File: src/rtl/riscv_pkg.sv
// Shared types and constants for the RV32I front end.
package riscv_pkg;

    localparam int          RV_XLEN          = 32;
    localparam logic [31:0] NOP_INSTR        = 32'h0000_0013;
    localparam logic [31:0] RESET_PC_DEFAULT = 32'h0000_0000;

    typedef struct packed {
        logic [31:0]        instr;
        logic [RV_XLEN-1:0] pc;
    } fetch_entry_t;

endpackage

File: src/rtl/fetch_queue.sv
// Synchronous FIFO with single-cycle flush; head is a registered read, visible whenever count > 0.
module fetch_queue #(
    parameter int DEPTH = 2,
    parameter int WIDTH = 64,
    localparam int PTR_W = (DEPTH > 1) ? $clog2(DEPTH) : 1,
    localparam int CNT_W = $clog2(DEPTH + 1)
) (
    input  logic             clk,
    input  logic             rst_n,
    input  logic             flush,
    input  logic             push,
    input  logic [WIDTH-1:0] push_data,
    input  logic             pop,
    output logic [WIDTH-1:0] head_data,
    output logic [CNT_W-1:0] count,
    output logic             empty,
    output logic             full
);

    logic [WIDTH-1:0] mem_q [DEPTH];
    logic [PTR_W-1:0] rd_ptr_q, rd_ptr_d;
    logic [PTR_W-1:0] wr_ptr_q, wr_ptr_d;
    logic [CNT_W-1:0] count_q, count_d;
    logic             do_push, do_pop;

    function automatic logic [PTR_W-1:0] ptr_inc(input logic [PTR_W-1:0] p);
        return (p == PTR_W'(DEPTH - 1)) ? '0 : p + PTR_W'(1);
    endfunction

    assign empty     = (count_q == '0);
    assign full      = (count_q == CNT_W'(DEPTH));
    assign count     = count_q;
    assign head_data = mem_q[rd_ptr_q];

    // A full queue still accepts a push when the head leaves in the same cycle.
    assign do_pop  = pop && !empty;
    assign do_push = push && (!full || do_pop);

    always_comb begin
        rd_ptr_d = rd_ptr_q;
        wr_ptr_d = wr_ptr_q;
        count_d  = count_q;
        if (flush) begin
            rd_ptr_d = '0;
            wr_ptr_d = '0;
            count_d  = '0;
        end else begin
            if (do_pop)  rd_ptr_d = ptr_inc(rd_ptr_q);
            if (do_push) wr_ptr_d = ptr_inc(wr_ptr_q);
            case ({do_push, do_pop})
                2'b10:   count_d = count_q + CNT_W'(1);
                2'b01:   count_d = count_q - CNT_W'(1);
                default: count_d = count_q;
            endcase
        end
    end

    always_ff @(posedge clk or negedge rst_n) begin
        if (!rst_n) begin
            rd_ptr_q <= '0;
            wr_ptr_q <= '0;
            count_q  <= '0;
        end else begin
            rd_ptr_q <= rd_ptr_d;
            wr_ptr_q <= wr_ptr_d;
            count_q  <= count_d;
        end
    end

    always_ff @(posedge clk) begin
        if (do_push && !flush) mem_q[wr_ptr_q] <= push_data;
    end

endmodule

File: src/rtl/instr_fetch.sv
// RV32I fetch stage: PC register, credit-gated imem requests, in-order response tagging,
// instruction queue toward decode, and redirect flush with stale-response killing.
module instr_fetch
    import riscv_pkg::*;
#(
    parameter int               XLEN            = 32,
    parameter logic [XLEN-1:0]  RESET_PC        = XLEN'(RESET_PC_DEFAULT),
    parameter int               QUEUE_DEPTH     = 2,
    parameter int               MAX_OUTSTANDING = 2
) (
    input  logic            clk,
    input  logic            rst_n,
    output logic            imem_req_valid,
    input  logic            imem_req_ready,
    output logic [XLEN-1:0] imem_req_addr,
    input  logic            imem_rsp_valid,
    input  logic [31:0]     imem_rsp_data,
    input  logic            redirect_valid,
    input  logic [XLEN-1:0] redirect_pc,
    output logic            id_valid,
    input  logic            id_ready,
    output logic [31:0]     id_instr,
    output logic [XLEN-1:0] id_pc,
    output logic [XLEN-1:0] id_pc_plus4
);

    localparam int LCNT_W = $clog2(MAX_OUTSTANDING + 1);
    localparam int QCNT_W = $clog2(QUEUE_DEPTH + 1);

    logic [XLEN-1:0]   pc_q, pc_d;
    logic [LCNT_W-1:0] live_q, live_d;
    logic [LCNT_W-1:0] kill_q, kill_d;
    logic              started_q, started_d;

    logic              req_fire, rsp_live, rsp_kill;
    logic              q_push, q_pop, q_empty, q_full;
    logic [QCNT_W-1:0] q_count;
    fetch_entry_t      q_head, q_in;
    logic              tag_push, tag_pop, tag_empty, tag_full;
    logic [LCNT_W-1:0] tag_count;
    logic [XLEN-1:0]   tag_head;
    logic              unused_ok;

    assign unused_ok = ^redirect_pc[1:0];

    // Issue only when every live request is guaranteed a queue slot and the memory has room.
    assign imem_req_valid = started_q && !redirect_valid
                            && ((32'(live_q) + 32'(q_count)) < 32'(QUEUE_DEPTH))
                            && ((32'(live_q) + 32'(kill_q)) < 32'(MAX_OUTSTANDING));
    assign imem_req_addr  = pc_q;

    assign req_fire = imem_req_valid && imem_req_ready;
    assign rsp_kill = imem_rsp_valid && (kill_q != '0);
    assign rsp_live = imem_rsp_valid && (kill_q == '0) && !redirect_valid;

    always_comb begin
        pc_d      = pc_q;
        live_d    = live_q;
        kill_d    = kill_q;
        started_d = 1'b1;
        if (redirect_valid) begin
            // Everything still in flight becomes stale; a response arriving now is one of them.
            pc_d   = {redirect_pc[XLEN-1:2], 2'b00};
            live_d = '0;
            kill_d = kill_q + live_q - LCNT_W'(imem_rsp_valid);
        end else begin
            if (req_fire) pc_d = pc_q + XLEN'(4);
            case ({req_fire, rsp_live})
                2'b10:   live_d = live_q + LCNT_W'(1);
                2'b01:   live_d = live_q - LCNT_W'(1);
                default: live_d = live_q;
            endcase
            if (rsp_kill) kill_d = kill_q - LCNT_W'(1);
        end
    end

    always_ff @(posedge clk or negedge rst_n) begin
        if (!rst_n) begin
            pc_q      <= RESET_PC;
            live_q    <= '0;
            kill_q    <= '0;
            started_q <= 1'b0;
        end else begin
            pc_q      <= pc_d;
            live_q    <= live_d;
            kill_q    <= kill_d;
            started_q <= started_d;
        end
    end

    assign tag_push = req_fire;
    assign tag_pop  = rsp_live;

    fetch_queue #(
        .DEPTH (MAX_OUTSTANDING),
        .WIDTH (XLEN)
    ) u_tag_fifo (
        .clk       (clk),
        .rst_n     (rst_n),
        .flush     (redirect_valid),
        .push      (tag_push),
        .push_data (pc_q),
        .pop       (tag_pop),
        .head_data (tag_head),
        .count     (tag_count),
        .empty     (tag_empty),
        .full      (tag_full)
    );

    assign q_in.instr = imem_rsp_data;
    assign q_in.pc    = tag_head;
    assign q_push     = rsp_live;
    assign q_pop      = id_valid && id_ready && !redirect_valid;

    fetch_queue #(
        .DEPTH (QUEUE_DEPTH),
        .WIDTH ($bits(fetch_entry_t))
    ) u_instr_queue (
        .clk       (clk),
        .rst_n     (rst_n),
        .flush     (redirect_valid),
        .push      (q_push),
        .push_data (q_in),
        .pop       (q_pop),
        .head_data (q_head),
        .count     (q_count),
        .empty     (q_empty),
        .full      (q_full)
    );

    assign id_valid    = !q_empty;
    assign id_instr    = q_empty ? NOP_INSTR : q_head.instr;
    assign id_pc       = q_empty ? '0 : q_head.pc;
    assign id_pc_plus4 = q_empty ? '0 : q_head.pc + XLEN'(4);

    a_no_orphan_rsp: assert property (@(posedge clk) disable iff (!rst_n)
        imem_rsp_valid |-> ((live_q != '0) || (kill_q != '0)));
    a_tag_tracks_live: assert property (@(posedge clk) disable iff (!rst_n)
        tag_count == live_q);
    a_tag_no_overflow: assert property (@(posedge clk) disable iff (!rst_n)
        !(tag_push && tag_full && !tag_pop));
    a_tag_no_underflow: assert property (@(posedge clk) disable iff (!rst_n)
        !(tag_pop && tag_empty));
    a_queue_has_slot: assert property (@(posedge clk) disable iff (!rst_n)
        !(q_push && q_full && !q_pop));

endmodule

File: config.mk
export PLATFORM = sky130hd
export DESIGN_NAME = instr_fetch
export DESIGN_NICKNAME = d
export VERILOG_FILES = /design/src/rtl/riscv_pkg.sv /design/src/rtl/fetch_queue.sv /design/src/rtl/instr_fetch.sv
export SDC_FILE = /design/constraint.sdc
export NUM_CORES = 1
export LEC_CHECK = 0
export CAP_MARGIN = 20
export CORE_AREA = 2 2 191 193
export DETAILED_ROUTE_END_ITERATION = 12
export DIE_AREA = 0 0 193 195
export GPL_ROUTABILITY_DRIVEN = 1
export PLACE_DENSITY = 0.58
export SETUP_SLACK_MARGIN = 0.15
export SLEW_MARGIN = 20
export SYNTH_ARGS = -nofsm -noshare
export SYNTH_HDL_FRONTEND = slang
export SYNTH_SLANG_ARGS = --single-unit
File: constraint.sdc
create_clock -name clk -period 7.1 [get_ports clk]
set_input_delay 1.42 -clock clk [delete_from_list [all_inputs] [get_ports clk]]
set_output_delay 1.42 -clock clk [all_outputs]
set_load 0.01 [all_outputs]
==> Word-level counts from Yosys, hierarchy flattened <==
Memories as Yosys holds them, arrays and structs flattened.
Cells that the tools add are included.
{ "op_classes": {"n_mux": 29, "addsub": 17, "reduce_logical": 35, "eq_ne": 8, "order_cmp": 2} }
{ "op_table": {"columns": ["cell", "n"], "rows": [
  ["32-bit two-way mux", 5],
  ["32-bit by 3-bit adder with 32-bit output, second input constant", 2],
  ["1-bit two-way mux", 16],
  ["1-bit logical AND", 15],
  ["2-bit nonzero test", 7],
  ["2-bit case mux with 2 select lines", 3],
  ["2-bit == test, second input constant", 5],
  ["2-bit two-way mux", 5],
  ["3-bit nonzero test", 3],
  ["2-bit by 1-bit subtractor with 2-bit output, second input constant", 4],
  ["2-bit by 1-bit adder with 2-bit output, second input constant", 3],
  ["2-bit by 2-bit adder with 3-bit output", 2],
  ["2-bit by 1-bit == test with 1-bit output, second input constant", 3],
  ["2-bit zero test", 3],
  ["3-bit by 2-bit < comparator with 1-bit output, second input constant", 2],
  ["1-bit zero test", 5],
  ["1-bit adder, second input constant", 4],
  ["2-bit adder", 1],
  ["1-bit logical OR", 2],
  ["2-bit by 1-bit subtractor with 2-bit output", 1]
]} }
{ "word_totals": {"inputBits": 70, "mem_count": 2, "out_inout_bits": 130, "register_bits": 45, "ramBits": 192} }
{ "memory_table": {"columns": ["memory", "depth", "word_bits", "read_ports", "rd_clocked_by_memory_dff", "wr", "line_no", "text"], "rows": [
  ["u_instr_queue.mem_q", 2, 64, 1, 0, 1, "fetch_queue.sv:20", "logic [WIDTH-1:0] mem_q [DEPTH];"],
  ["u_tag_fifo.mem_q", 2, 32, 1, 0, 1, "fetch_queue.sv:20", null]
]} }

==> Logic depth before layout (Yosys ltp) <==
{ "depth": {"depth_word": 10, "mapped_depth": 11} }

==> Modules after synthesis <==
A second synthesis with hierarchy kept.
{ "hier_totals": {"cells_unflattened": 818, "hier_area_um2": 10961.8} }
{ "modules_own_cells": {"columns": ["mod", "cells_each", "area_per_inst_um2", "instances"], "rows": [
  ["fetch_queue at u_instr_queue", 224, 4853.4, 1],
  ["instr_fetch", 469, 3564.7, 1],
  ["fetch_queue at u_tag_fifo", 125, 2543.7, 1]
]} }

==> Worst setup path after synthesis <==
Ideal clock, no wire load.
{ "synth_timing": {"path_kind": "input to register", "startpoint": "in imem_rsp_valid", "endpoint": "mem u_instr_queue.mem_q[1][10], enable pin", "setup_slack_ns": 0.069, "arrival_time_ns": 6.459, "cell_stages": 4, "path_cell_list": "and2_1 -> clkbuf_1 -> o31ai_1 -> nor3b_1"} }
{ "synth_between": {"elab_chain_cells": 6} }
{ "synth_rtl": {"columns": ["item", "line_no", "text"], "rows": [
  ["start: declaration", "instr_fetch.sv:16", "input logic imem_rsp_valid,"],
  ["1-bit logical AND (2 in series)", "instr_fetch.sv:54", "assign rsp_live = imem_rsp_valid && (kill_q == '0) && !redirect_valid;"],
  ["1-bit logical AND", "fetch_queue.sv:37", "assign do_push = push && (!full || do_pop);"],
  ["1-bit logical AND", "fetch_queue.sv:71", "if (do_push && !flush) mem_q[wr_ptr_q] <= push_data;"],
  ["1-bit two-way mux", "fetch_queue.sv:71", null],
  ["1-bit two-way mux (implied by the code)", "fetch_queue.sv:71", null],
  ["end: declaration", "fetch_queue.sv:20", null]
]} }
No other way between the ends.

==> Worst setup path after layout <==
{ "layout_timing": {"startpoint": "reg u_instr_queue.rd_ptr_q", "endpoint": "out id_pc_plus4[27]"} }
{ "layout_between": {"elab_chain_cells": 3} }
{ "layout_rtl": {"columns": ["item", "line_no", "text"], "rows": [
  ["start: declaration", "fetch_queue.sv:21", "logic [PTR_W-1:0] rd_ptr_q, rd_ptr_d;"],
  ["start signal: assignment", "fetch_queue.sv:64", "rd_ptr_q <= rd_ptr_d;"],
  ["memory read 2 x 64 bit", null, null],
  ["32-bit by 3-bit adder with 32-bit output", "instr_fetch.sv:134", "assign id_pc_plus4 = q_empty ? '0 : q_head.pc + XLEN'(4);"],
  ["32-bit two-way mux", "instr_fetch.sv:134", null],
  ["end: declaration", "instr_fetch.sv:24", "output logic [XLEN-1:0] id_pc_plus4"]
]} }
No other way between the ends.

==> impl_results.md <==
- Status: finished clean
- Hold Crit Start: imem_req_addr[31]
- M1 WL: around 13000 um
- Data arrival, critical path: approximately 4.3 ns
- Final Instance Count excl. Fillers: between 1000 and 1500
- Die H: around 200 um
- Area leader, netlist: edfxtp_1
- Number of DRC markers in iteration 0: about 290
- Clock Skews: ~0.013 ns
- Layout area overhead: 31.2%
- Placer congestion estimate: 0.725
- Beginning of the critical path: u_instr_queue.rd_ptr_q
- Post-CTS Hold Buffers: 0
- Fmax: 174 MHz
- Detailed placement HPWL: ~18000 um
- Wirelength per Cell: ~18 um
- Slew @ Worst Pin: between 1 and 1.5 ns
- Port Buffers: approximately 190
- Total GRT Usage: a little over an eighth
- Ports: 200
- Clock power frac: 35.4%
- CP Class: reg2out
- Total negative slack: 0 ns
- Total iterations of the first detailed-routing run: 5
- Pre-CTS setup slack: about 1.8 ns
- Number of global-route vias before repair: between 6000 and 7000
- Switching pwr: approximately 0.0011 W
- Setup Buffers After CTS: 0
- DR top layer: met5
- CP required: roughly 5.7 ns
- Vias: between 7000 and 8000
- Worst hold path class: reg2reg
- Final Setup Violations: 0
- Die X: between 150 and 200 um
- Crit path max fanout: 59
- Largest net degree at the start of global routing: between 60 and 70
- CTS tree: yes
- MaxCap Viol Count: 0
- Post-synth top flop: edfxtp_1
- Reg area: around 6600 sq um
- DRT antenna net count: 0
- Initial antenna violation count: 1
- Rows: 69
- Synth cell types: 65
- Sw Share: between 20 and 30%
- PwrDens: 287 nW/um^2
- N_diodes: 0
- DRC violations left: 0
- Post-CTS Resized: 0
- Num CTS Buffers: 26
- Cell-internal power: 0.00287 W
- Clock root buffer: clkbuf_16
- Gate power share: 21.1%
- Final WL: 25900 um
- CTS clk-pin slew, worst paths: roughly 0.06 ns
- Top post-synthesis cells by area: edfxtp_1 53%, dfrtp_1 10%, mux2i_1 6.2%
- Final setup margin: ~1.4 ns
- Flop pwr share: 43.5%
- Clock Latency Late Sink: between 0.5 and 0.6 ns
- Final period util: between 80% and 90%
- Synth warn: 0
- Synth Register Bits: about 230
- Reg2reg start: u_instr_queue.count[0]
- Global-route wire length before repair: slightly below 40000 um
- Most numerous cell in the Yosys netlist: edfxtp_1
- Cells after Synth: 808
- Share of layout cells above drive strength 1: between 10% and 20%
- CTS Sinks: 227
- FILL cells: 3417
- Global route total overflow: 0
- CTS max path bufs: 3
- Top post-synthesis cells by count: 184 x edfxtp_1, 98 x nor2_1, 65 x mux2i_1
- Post-synth EDFFs: 184
- Net count, final: roughly 1100
- Startpoint Class: flop
- Util after Layout: between 30% and 40%
- Htree depth: 1
- Synth Cell Area: 10500 sq um
- Post-synthesis sequential area ratio: 62.9%
- Routed vias/inst: between 4 and 5
- DP Cell Count: around 1400
- Avg Inst Size Synth: between 10 and 15 sq um
- Final Hold Fails: 0
- RSZ-0062 raised after global routing: no
- Area of the die: 37600 sq um
- Initial Util: 29.7%
- CP endpoint kind: output pin
- Met3 wire length: 1660 um
- Multi-input gate area: approximately 3700 sq um
- Minimum clock period: 5.75 ns
- Peak VDD IR: ~0.14 mV
- Met2 wire length: roughly 11000 um
- Async S/R FF share, synth: 18.9%
- Core Box Area: around 35000 sq um
- Pins Over Slew Limit: 0
- Worst slew margin: between 30% and 40%
- Post-synth top area share: 52.6%
- Static leakage: roughly 4.6 nW
==> flip-flops by register name, summed over array words and instances, names as in the netlist <==
name,flops
started_q,1
u_tag_fifo.mem_q,60
kill_q,2
u_tag_fifo.count,2
u_tag_fifo.wr_ptr_q,1
u_instr_queue.wr_ptr_q,1
u_tag_fifo.rd_ptr_q,1
live_q,2
u_instr_queue.count,2
u_instr_queue.mem_q,124
u_instr_queue.rd_ptr_q,1
imem_req_addr,30
==> per-stage QoR <==
step / hold slack, ns / total power [W] / area, sq um
final: 0.539 / 0.00395 / 13800
after global routing: 0.582 / 0.00414 / 13800
after global placement: 0.539 / 0.00257 / 12900
after CTS: 0.553 / 0.00400 / 13800
after floorplan: 0.509 / 0.00219 / 10500
after detailed placement: 0.539 / 0.00259 / 12900
==> critical path, stage by stage, from the launching register on <==
cell and delay [ns]:
dfrtp_4 0.99, nand3_1 0.30, a22oi_2 0.50, nand4_1 0.58
nor4_1 0.51, mux2_2 0.39, clkdlybuf4s50_1 0.48
==> placed cells by master (no fill, tap or decap), drive strengths merged, types with 7 or more instances in the layout <==
cell / instances
and2: 12
clkbuf: 32
o21ai: 22
xnor2: 15
conb: 7
mux2i: 66
nand2: 58
buf: 13
mux2: 38
nor2b: 9
nor4: 8
edfxtp: 184
nor2: 98
a211oi: 7
nor3: 15
clkinv: 9
o211ai: 14
clkdlybuf4s50: 189
xor2: 9
inv: 13
a21oi: 12
and3: 10
nand3: 29
dfrtp: 43
nand4: 18
==> cells by family after synthesis <==
group / Yosys count / share of synthesized area (%)
AOI/OAI and AO/OA: 98 / 7.01
xor gates and xnor gates: 24 / 2.00
adders and majority gates: 8 / 1.10
buffers and inverters: 59 / 2.73
DFF: 227 / 62.9
muxes: 104 / 10.4
other: 2 / 0.0715
and+or+nand+nor: 286 / 13.8
==> routing by layer <==
| layer | track usage [%] | vias to the layer above |
|---|---|---|
| li1 | - | 3401 |
| met1 | 19.5 | 3380 |
| met2 | 20.1 | 218 |
| met3 | 2.64 | 42 |
| met4 | 3.17 | 2 |
| met5 | 0 | - |
==> final timing paths <==
path	slack, ns	depth (start not counted)	endpoint
worst max-delay path	1.35	6	id_pc_plus4[27]
worst min-delay path	0.54	0	u_tag_fifo.mem_q[0][31]
max in group asynchronous	5.67	2	u_instr_queue.rd_ptr_q
worst min register to register	0.54	0	u_tag_fifo.mem_q[0][31]
worst max register to register	3.79	7	u_tag_fifo.mem_q[0][29]
min in group asynchronous	0.97	2	imem_req_addr[26]
==> area by class of cell <==
class                      count  area share (%)
clock inverter                15            1.50
timing repair buffer         202            14.4
inverter                      12           0.327
multi-input combinational    527            26.6
clock buffer                  32            5.04
sequential                   227            47.9
tap                          461            4.19
==> power by group through the flow <==
stage	clock network (W)	registers, W	logic (W)
final	0.00140	0.00172	0.000834
after global routing	0.00148	0.00174	0.000916
after CTS	0.00144	0.00172	0.000846
after detailed placement	0	0.00175	0.000842
after global placement	0	0.00174	0.000832
after floorplan	0	0.00171	0.000484
Note: power is estimated with default switching activity, not from simulation.
